<file path="src/rtl/fifo_rd_stream_pkg.sv">
// Shared definitions for the FIFO read-side stream engine.
// Holds the FSM state encoding and the ceiling-log2 helper used to size counters and pointers.
package fifo_rd_stream_pkg;

    typedef enum logic [1:0] {
        S_IDLE  = 2'd0,
        S_RUN   = 2'd1,
        S_DRAIN = 2'd2
    } state_t;

    function automatic int clog2(input int value);
        int result;
        int remaining;
        result    = 0;
        remaining = value - 1;
        while (remaining > 0) begin
            result++;
            remaining = remaining >> 1;
        end
        return result;
    endfunction

endpackage

</file>
<file path="src/rtl/fifo_rd_skid_buf.sv">
// In-order circular buffer that absorbs words returning from the FIFO read pipe.
// DEPTH need not be a power of two; pointers wrap explicitly at DEPTH-1.
module fifo_rd_skid_buf
    import fifo_rd_stream_pkg::*;
#(
    parameter int DATA_WIDTH = 32,
    parameter int DEPTH      = 2,
    localparam int PW        = (clog2(DEPTH) < 1) ? 1 : clog2(DEPTH),
    localparam int OW        = clog2(DEPTH + 1)
) (
    input  logic                  clk,
    input  logic                  rst,
    input  logic                  i_push,
    input  logic [DATA_WIDTH-1:0] i_push_data,
    input  logic                  i_pop,
    output logic [DATA_WIDTH-1:0] o_data,
    output logic [OW-1:0]         o_occ,
    output logic                  o_full,
    output logic                  o_empty
);

    logic [DATA_WIDTH-1:0] r_mem [DEPTH];
    logic [PW-1:0]         r_wrPtr;
    logic [PW-1:0]         r_rdPtr;
    logic [OW-1:0]         r_occ;
    logic                  w_popOk;
    logic                  w_pushOk;

    function automatic logic [PW-1:0] nextPtr(input logic [PW-1:0] ptr);
        return (ptr == PW'(DEPTH - 1)) ? '0 : ptr + PW'(1);
    endfunction

    assign o_empty  = (r_occ == '0);
    assign o_full   = (r_occ == OW'(DEPTH));
    assign o_occ    = r_occ;
    assign o_data   = r_mem[r_rdPtr];
    assign w_popOk  = i_pop & ~o_empty;
    assign w_pushOk = i_push & (~o_full | w_popOk);

    always_ff @(posedge clk or posedge rst) begin
        if (rst) begin
            r_wrPtr <= '0;
            r_rdPtr <= '0;
            r_occ   <= '0;
            for (int i = 0; i < DEPTH; i++) begin
                r_mem[i] <= '0;
            end
        end else begin
            if (w_pushOk) begin
                r_mem[r_wrPtr] <= i_push_data;
                r_wrPtr        <= nextPtr(r_wrPtr);
            end
            if (w_popOk) begin
                r_rdPtr <= nextPtr(r_rdPtr);
            end
            case ({w_pushOk, w_popOk})
                2'b10:   r_occ <= r_occ + OW'(1);
                2'b01:   r_occ <= r_occ - OW'(1);
                default: r_occ <= r_occ;
            endcase
        end
    end

    // The upstream credit check keeps inflight+occ below DEPTH, so this never fires in a correct system.
    a_noPushWhenFull: assert property (@(posedge clk) disable iff (rst) !(i_push && o_full));

endmodule

</file>
<file path="src/rtl/fifo_rd_stream.sv">
// Read-side engine for the async FIFO: issues credit-limited reads, tracks the read latency,
// and presents returned words downstream as a valid/ready stream.
module fifo_rd_stream
    import fifo_rd_stream_pkg::*;
#(
    parameter int DATA_WIDTH = 32,
    parameter int RD_LATENCY = 1,
    parameter int BUF_DEPTH  = 2,
    parameter int CNT_WIDTH  = 16
) (
    input  logic                  rd_clk,
    input  logic                  rst_glb,
    input  logic                  en,
    output logic                  fifo_rd_en,
    input  logic [DATA_WIDTH-1:0] fifo_rd_data,
    input  logic                  fifo_empty,
    output logic                  m_valid,
    output logic [DATA_WIDTH-1:0] m_data,
    input  logic                  m_ready,
    output logic                  busy,
    output logic [CNT_WIDTH-1:0]  word_cnt
);

    localparam int OW = clog2(BUF_DEPTH + 1);
    localparam int SW = OW + 1;

    state_t                r_state;
    logic                  r_busy;
    logic [RD_LATENCY-1:0] r_pipe;
    logic [OW-1:0]         r_inflight;
    logic [CNT_WIDTH-1:0]  r_wordCnt;

    logic [OW-1:0]         w_occ;
    logic                  w_bufFull;
    logic                  w_bufEmpty;
    logic [DATA_WIDTH-1:0] w_bufData;
    logic [SW-1:0]         w_credits;
    logic                  w_issue;
    logic                  w_land;
    logic                  w_pop;
    logic                  w_pending;

    assign w_credits  = {1'b0, r_inflight} + {1'b0, w_occ};
    assign w_issue    = (r_state == S_RUN) & ~fifo_empty & (w_credits < SW'(BUF_DEPTH)) & ~rst_glb;
    assign w_land     = r_pipe[RD_LATENCY-1];
    assign w_pop      = m_valid & m_ready;
    // A read issued this cycle is not yet counted, but must keep the FSM out of IDLE.
    assign w_pending  = (w_credits != '0) | w_issue;

    assign fifo_rd_en = w_issue;
    assign m_valid    = ~w_bufEmpty;
    assign m_data     = w_bufData;
    assign busy       = r_busy;
    assign word_cnt   = r_wordCnt;

    fifo_rd_skid_buf #(
        .DATA_WIDTH (DATA_WIDTH),
        .DEPTH      (BUF_DEPTH)
    ) u_skidBuf (
        .clk         (rd_clk),
        .rst         (rst_glb),
        .i_push      (w_land),
        .i_push_data (fifo_rd_data),
        .i_pop       (w_pop),
        .o_data      (w_bufData),
        .o_occ       (w_occ),
        .o_full      (w_bufFull),
        .o_empty     (w_bufEmpty)
    );

    always_ff @(posedge rd_clk or posedge rst_glb) begin
        if (rst_glb) begin
            r_pipe     <= '0;
            r_inflight <= '0;
            r_wordCnt  <= '0;
        end else begin
            r_pipe     <= RD_LATENCY'({r_pipe, w_issue});
            r_inflight <= r_inflight + OW'(w_issue) - OW'(w_land);
            if (w_pop) begin
                r_wordCnt <= r_wordCnt + CNT_WIDTH'(1);
            end
        end
    end

    always_ff @(posedge rd_clk or posedge rst_glb) begin
        if (rst_glb) begin
            r_state <= S_IDLE;
            r_busy  <= 1'b0;
        end else begin
            case (r_state)
                S_IDLE: begin
                    if (en) begin
                        r_state <= S_RUN;
                        r_busy  <= 1'b1;
                    end
                end
                S_RUN: begin
                    if (!en) begin
                        r_state <= w_pending ? S_DRAIN : S_IDLE;
                        r_busy  <= w_pending;
                    end
                end
                S_DRAIN: begin
                    if (en) begin
                        r_state <= S_RUN;
                        r_busy  <= 1'b1;
                    end else if (!w_pending) begin
                        r_state <= S_IDLE;
                        r_busy  <= 1'b0;
                    end
                end
                default: begin
                    r_state <= S_IDLE;
                    r_busy  <= 1'b0;
                end
            endcase
        end
    end

endmodule
</file>
<file path="config.mk">
export PLATFORM = sky130hd
export DESIGN_NAME = fifo_rd_stream
export DESIGN_NICKNAME = d
export VERILOG_FILES = /design/src/rtl/fifo_rd_stream_pkg.sv /design/src/rtl/fifo_rd_skid_buf.sv /design/src/rtl/fifo_rd_stream.sv
export SDC_FILE = /design/constraint.sdc
export NUM_CORES = 1
export LEC_CHECK = 0
export CAP_MARGIN = 40
export CORE_MARGIN = 4
export CORE_UTILIZATION = 30
export DETAILED_ROUTE_END_ITERATION = 12
export GPL_TIMING_DRIVEN = 0
export PLACE_DENSITY = 0.57
export SLEW_MARGIN = 0
export SYNTH_ARGS = -nofsm -noshare
export SYNTH_HDL_FRONTEND = slang
export SYNTH_SLANG_ARGS = --single-unit
</file>
<file path="constraint.sdc">
create_clock -name rd_clk -period 6.8 [get_ports rd_clk]
set_clock_uncertainty 0.05 [all_clocks]
set_input_delay 2.04 -clock rd_clk [delete_from_list [all_inputs] [get_ports rd_clk]]
set_output_delay 2.04 -clock rd_clk [all_outputs]
set_load 0.01 [all_outputs]
</file>
==> results of run 1 <==
[state kept, by name, indices dropped and copies added, names as in the netlist]
register / count
r_inflight: 2
u_skidBuf.o_occ: 2
busy: 1
word_cnt: 16
r_state: 2
u_skidBuf.r_wrPtr: 1
u_skidBuf.r_rdPtr: 1
u_skidBuf.r_mem: 64
r_pipe: 1
[layout by cell type, fill, tap and decap left out, types with 4 or more instances in the layout]
cell / n
clkbuf_1: 4
clkbuf_16: 9
clkdlybuf4s50_1: 87
dfrtp_1: 90
ha_1: 5
mux2_1: 15
mux2_2: 62
mux2_4: 19
nand2_1: 8
nand3_1: 6
nor2_1: 7
nor3_1: 4
xnor2_1: 17
xor2_1: 6
[cell type report]
cell class                      count  area, sq um  area share
Sequential cell                    90         2250       0.408
Multi-Input combinational cell    173         1740       0.316
Timing Repair Buffer               88          898       0.163
Clock buffer                       11          253      0.0458
Tap cell                          176          220      0.0399
Buffer                             11         76.3      0.0138
Clock inverter                      5         52.6     0.00953
Inverter                            5         21.3     0.00386
[per-layer routing]
layer	wire length, microns	global-route usage
met5	0	0
met1	4110	0.147
met4	167	0.0464
met3	480	0.0386
met2	3990	0.182
[metrics by stage]
stage	instance area (sq um)	power, uW	std cells	hold slack, ps	utilization
after CTS	5510	2420	559	434	0.415
after floorplan	4090	1450	279	404	-
after global placement	5180	1870	542	413	0.390
after global routing	5510	2530	559	455	0.415
final	5510	2380	559	431	0.415
after detailed placement	5210	1890	543	418	0.392
[worst min-delay path by stage]
stage / from / end / slack, ps / depth (start not counted)
after CTS: word_cnt[15] / word_cnt[15] / 430 / 1
after floorplan: u_skidBuf.r_mem[32] / u_skidBuf.r_mem[32] / 400 / 1
after global placement: word_cnt[15] / word_cnt[15] / 410 / 1
final: u_skidBuf.r_mem[33] / u_skidBuf.r_mem[33] / 430 / 1
after global routing: u_skidBuf.r_mem[33] / u_skidBuf.r_mem[33] / 450 / 1
after detailed placement: word_cnt[15] / word_cnt[15] / 420 / 1
[cells by family after synthesis]
| group | after synthesis | synth area share |
|---|---|---|
| XOR/XNOR | 23 | 0.0493 |
| flip-flops | 90 | 0.551 |
| AO/OA/AOI/OAI | 9 | 0.0242 |
| multiplexers | 96 | 0.282 |
| buffers and inverters | 16 | 0.0233 |
| AND/OR/NAND/NOR | 39 | 0.0502 |
| adder cells (fa/ha/maj) | 6 | 0.0202 |
[report_power, final]
group	total (uW)	internal [uW]	switching (uW)	leakage, uW
registers	871	746	125	0.00116
clock network	509	303	206	0.000151
logic	998	618	380	0.00113
total	2380	1670	711	0.00244
==> results by group, run 1 <==
Hold path
  – Hold Path Class: reg2reg

Synth
  – Most used DFF post-synth: dfrtp_1
  – Synth unique cells: 35
  – Syn Area/Cell: 14.7 sq um
  – Number of enable flip-flop cells after synthesis: 0
  – Largest area contributor in the synthesized netlist: dfrtp_1
  – Top cell type's share of synthesized area: 0.551
  – Area contributors post-synth: dfrtp_1 55%, mux2_2 17%, mux2_4 7.0%
  – Most common cell in the netlist: dfrtp_1
  – FFs w/ async S/R, synth: 1.00
  – Yosys reg bits: 90
  – Synth top cells by count: 90 x dfrtp_1, 62 x mux2_2, 19 x mux2_4
  – Synth Net Count: 322
  – Register area share after synthesis: 0.551
  – Synthesized instance count: 279
  – Synth Warn #: 0
  – Post-synthesis cell area: 0.00409 sq mm

Timing
  – Sum Neg Setup Slack: 0 ps
  – Fin. Hold Viols: 0
  – Setup ws final: 627 ps
  – Worst-Margin Slew: 730 ps
  – Max-slew violation count: 0
  – Worst slew margin: 0.513
  – Final setup viols: 0
  – Unrepaired setup endpoints after global routing: no
  – Fin crit share: 0.908
  – Peak Freq: 162 MHz
  – Minimum clock period: 6170 ps

CTS
  – H-Tree Depth: 3
  – Cts-stage hold buffer count: 0
  – Quantity of gates resized following cts: 0
  – Sink Count: 90
  – CTS tree: built
  – Inserted Clock Buffers: 9
  – Maximum clock path buffer count: 2
  – CTS root buffer: clkbuf_16
  – Later-pin clock latency in the skew report: 340 ps
  – Post-CTS setup buffers: 0
  – Reg clk slew, reported paths: 60 ps

Setup path
  – Crit path arrival time: 4080 ps
  – Worst setup path start: rst_glb
  – Reg-to-Reg Start: r_inflight[0]
  – CP max FO: 3
  – Flop2flop setup slack: 4740 ps
  – Slowest stage delay, CP: 630 ps
  – Capturing point of the worst reg2reg path: r_inflight[1]
  – Crit. path cell count: 4
  – Worst-case reg-to-reg path depth: 6
  – Buf+Inv Stages, Crit Path: 2
  – Crit start category: primary input
  – Crit path capture type: output port
  – CP max stage cell: or4b_2
  – CP Data Required Time: 4710 ps
  – Setup crit end: fifo_rd_en
  – Setup CP Type: in2out
  – Top cell by count, worst path: clkdlybuf4s50_1
  – CP Cell Sequence: clkdlybuf4s50_1 -> or4b_2 -> nor3_1 -> clkdlybuf4s50_1
  – Crit path max-delay family: buffers and inverters

Routing
  – Routed vias: 2527
  – WL per Instance: 15.6 microns
  – Initial detailed-routing violation count: 97
  – Total wire length: 8.75 mm
  – DR vias/cell: 4.52
  – DRT Pass-1 Iters: 4
  – DRC errors left: 0
  – Routed Antenna Nets: 0

Global route
  – GRT overflow: 0
  – Largest net degree at the start of global routing: 48
  – Initial antenna violation count: 0
  – Vias in the first global route: 2779
  – First-pass GRT wire length: 14.5 mm
  – GRT Util Overall: 0.116

Placed design
  – DP Worst Slack: 626 ps
  – Port bufs: 87
  – Final HPWL DP: 6.05 mm
  – GP Congestion: 0.761

Floorplan
  – # rows: 42
  – Ports: 88
  – Starting Density: 0.307
  – Die Ht: 125 microns
  – Total die area: 0.0156 sq mm
  – Die width: 125 microns
  – Placeable Area: 0.0133 sq mm

Cells and area
  – Share of layout cells above drive strength 1: 0.303
  – Final net count: 421
  – Diodes inserted: 0
  – Number of fill cells: 1239
  – Layout area overhead: 34.9%

Pwr
  – Power Dens Cells: 431 mW/mm^2
  – Max VDD drop: 0.149 mV
  – Leak Pwr: 0.00244 uW

Job
  – MaxCap Viol Count: 0

Outcome
  – Outcome: finished clean
(Power assumes the default switching activity.)
==> run 2: changes to the inputs <==
--- a/config.mk
+++ b/config.mk
@@ -8,9 +8,9 @@
 export CAP_MARGIN = 40
 export CORE_MARGIN = 4
 export CORE_UTILIZATION = 30
+export CTS_CLUSTER_DIAMETER = 30
 export DETAILED_ROUTE_END_ITERATION = 12
 export GPL_TIMING_DRIVEN = 0
-export PLACE_DENSITY = 0.57
 export SLEW_MARGIN = 0
 export SYNTH_ARGS = -nofsm -noshare
 export SYNTH_HDL_FRONTEND = slang
==> constraint.sdc (replaced) <==
create_clock -name rd_clk -period 7.6 [get_ports rd_clk]
set_clock_uncertainty 0.05 [all_clocks]
set_input_delay 2.28 -clock rd_clk [delete_from_list [all_inputs] [get_ports rd_clk]]
set_output_delay 2.28 -clock rd_clk [all_outputs]
set_load 0.01 [all_outputs]
==> results by group, run 2 (synthesized netlist as in run 1, its figures left out) <==
Timing
  – Worst-Margin Slew: 695 ps (-34.7 ps)
  – Setup ws final: 984 ps (+357 ps)
  – Unrepaired setup endpoints after global routing: no
  – Sum Neg Setup Slack: 0 ps (unchanged)
  – Fin crit share: 0.870
  – Max-slew violation count: 0 (unchanged)
  – Fin. Hold Viols: 0 (unchanged)
  – Final setup viols: 0 (unchanged)
  – Minimum clock period: 6620 ps
  – Worst slew margin: 0.537 (+0.0231)
  – Peak Freq: 151 MHz
  – Hold Slack: 424 ps (-7.08 ps)

Floorplan
  – # rows: 42 (unchanged)
  – Ports: 88 (unchanged)
  – Placeable Area: 0.0133 sq mm (unchanged)
  – Starting Density: 0.307 (unchanged)
  – Die Ht: 125 microns (unchanged)
  – Total die area: 0.0156 sq mm (unchanged)
  – Die width: 125 microns (unchanged)

Pwr
  – Power Dens Cells: 393 mW/mm^2 (-8.9%)
  – Leak Pwr: 0.00246 uW (+0.99%)
  – Max VDD drop: 0.148 mV (-0.76%)

CTS
  – Cts-stage hold buffer count: 0 (unchanged)
  – Maximum clock path buffer count: 2 (unchanged)
  – CTS root buffer: clkbuf_16
  – Inserted Clock Buffers: 9 (unchanged)
  – Reg clk slew, reported paths: 60 ps (about the same)
  – CTS tree: built
  – H-Tree Depth: 3 (unchanged)
  – Later-pin clock latency in the skew report: 330 ps (about the same)
  – Quantity of gates resized following cts: 0 (unchanged)
  – Post-CTS setup buffers: 0 (unchanged)
  – Sink Count: 90 (unchanged)

Outcome
  – Outcome: finished clean

Global route
  – GRT overflow: 0 (unchanged)
  – First-pass GRT wire length: 14.2 mm (-1.7%)
  – Vias in the first global route: 2760 (-0.68%)
  – GRT Util Overall: 0.115 (-0.000924)
  – Initial antenna violation count: 0 (unchanged)
  – Largest net degree at the start of global routing: 58 (+21%)

Setup path
  – Setup CP Type: in2out
  – Worst-case reg-to-reg path depth: 6 (unchanged)
  – Crit path arrival time: 4290 ps (+210 ps)
  – Reg-to-Reg Start: r_inflight[0]
  – Flop2flop setup slack: 5510 ps (+770 ps)
  – Capturing point of the worst reg2reg path: r_inflight[1]
  – Crit start category: primary input
  – Crit path capture type: output port
  – CP max FO: 3 (unchanged)
  – CP Data Required Time: 5270 ps (+560 ps)

Routing
  – DRT Pass-1 Iters: 4 (unchanged)
  – DRC errors left: 0 (unchanged)
  – Initial detailed-routing violation count: 51 (-47%)
  – WL per Instance: 15.1 microns (-3.2%)
  – Routed Antenna Nets: 0 (unchanged)
  – Total wire length: 8.47 mm (-3.2%)
  – DR vias/cell: 4.45 (-1.5%)
  – Routed vias: 2488 (-1.5%)

Cells and area
  – Most frequent cells in the layout: 90 x dfrtp_1, 87 x clkdlybuf4s50_1, 62 x mux2_2
  – Layout area overhead: 36.1%
  – Final net count: 421 (unchanged)
  – Max FFs per register: 64 (unchanged)
  – Top reg by flops: u_skidBuf.r_mem
  – Share of layout cells above drive strength 1: 0.303 (unchanged)
  – Diodes inserted: 0 (unchanged)
  – Fin util: 0.418 (+0.00358)
  – Leading cell type in the layout, fill and taps excluded: dfrtp_1
  – Number of fill cells: 1252 (+1.0%)

Placed design
  – Final HPWL DP: 6.05 mm (about the same)
  – Port bufs: 87 (unchanged)
  – GP Congestion: 0.775 (+1.8%)
  – DP Worst Slack: 957 ps (+331 ps)

Hold path
  – Min-Delay Path Depth: 1 (unchanged)
  – Hold Path Class: reg2reg
  – Min-delay src: word_cnt[15]
  – Hold endpoint: word_cnt[15]

Job
  – MaxCap Viol Count: 0 (unchanged)
-- run 2: cell types whose count changed in the layout (fill, tap and decap cells not counted), sizes merged --
cell	delta
clkinv	-1
bufinv	+2
clkinvlp	-1
-- run 2: per-layer routing --
| layer | GRT usage | up-vias | share of wire |
|---|---|---|---|
| li1 | - | 1179 | - |
| met1 | 0.143 | 1238 | 0.45 |
| met2 | 0.186 | 58 | 0.48 |
| met3 | 0.0369 | 13 | 0.052 |
| met4 | 0.0445 | 0 | 0.017 |
| met5 | 0 | - | 0 |
-- run 2: per-stage QoR --
stage / total power [uW] / instances / instance area [sq um]
final: 2180 / 559 / 5560
after global routing: 2320 / 559 / 5560
after CTS: 2220 / 559 / 5560
after detailed placement: 1690 / 543 / 5210
after global placement: 1670 / 542 / 5180
after floorplan: 1300 / 279 / 4090
-- run 2: area by class of cell --
type                    instances  area, sq um  area share
flip-flops and latches         90         2250       0.405
multi-input cells             173         1740       0.313
repair buffers                 88          898       0.162
clock buffers                  11          253      0.0454
well taps                     176          220      0.0396
clock inverters                 5          100      0.0180
plain buffers                  11         76.3      0.0137
inverters                       5         21.3     0.00382
-- run 2: how the worst max path moves through the flow --
stage,from,to,cells past startpoint
global route,rst_glb,fifo_rd_en,4
finish,rst_glb,fifo_rd_en,4
floorplan,fifo_empty,fifo_rd_en,2
detailed placement,rst_glb,fifo_rd_en,4
CTS,rst_glb,fifo_rd_en,4
global placement,fifo_empty,fifo_rd_en,4
-- run 2: power by group --
group / internal [uW] / total [uW] / switching, uW / leakage (uW)
logic: 553 / 892 / 339 / 0.00113
clock network: 338 / 515 / 177 / 0.000176
registers: 668 / 778 / 110 / 0.00116
-- run 2: worst max-delay path, cell delays in order --
cell	delay [ps]
clkdlybuf4s50_1	470
or4b_2	630
nor3_1	300
clkdlybuf4s50_1	610
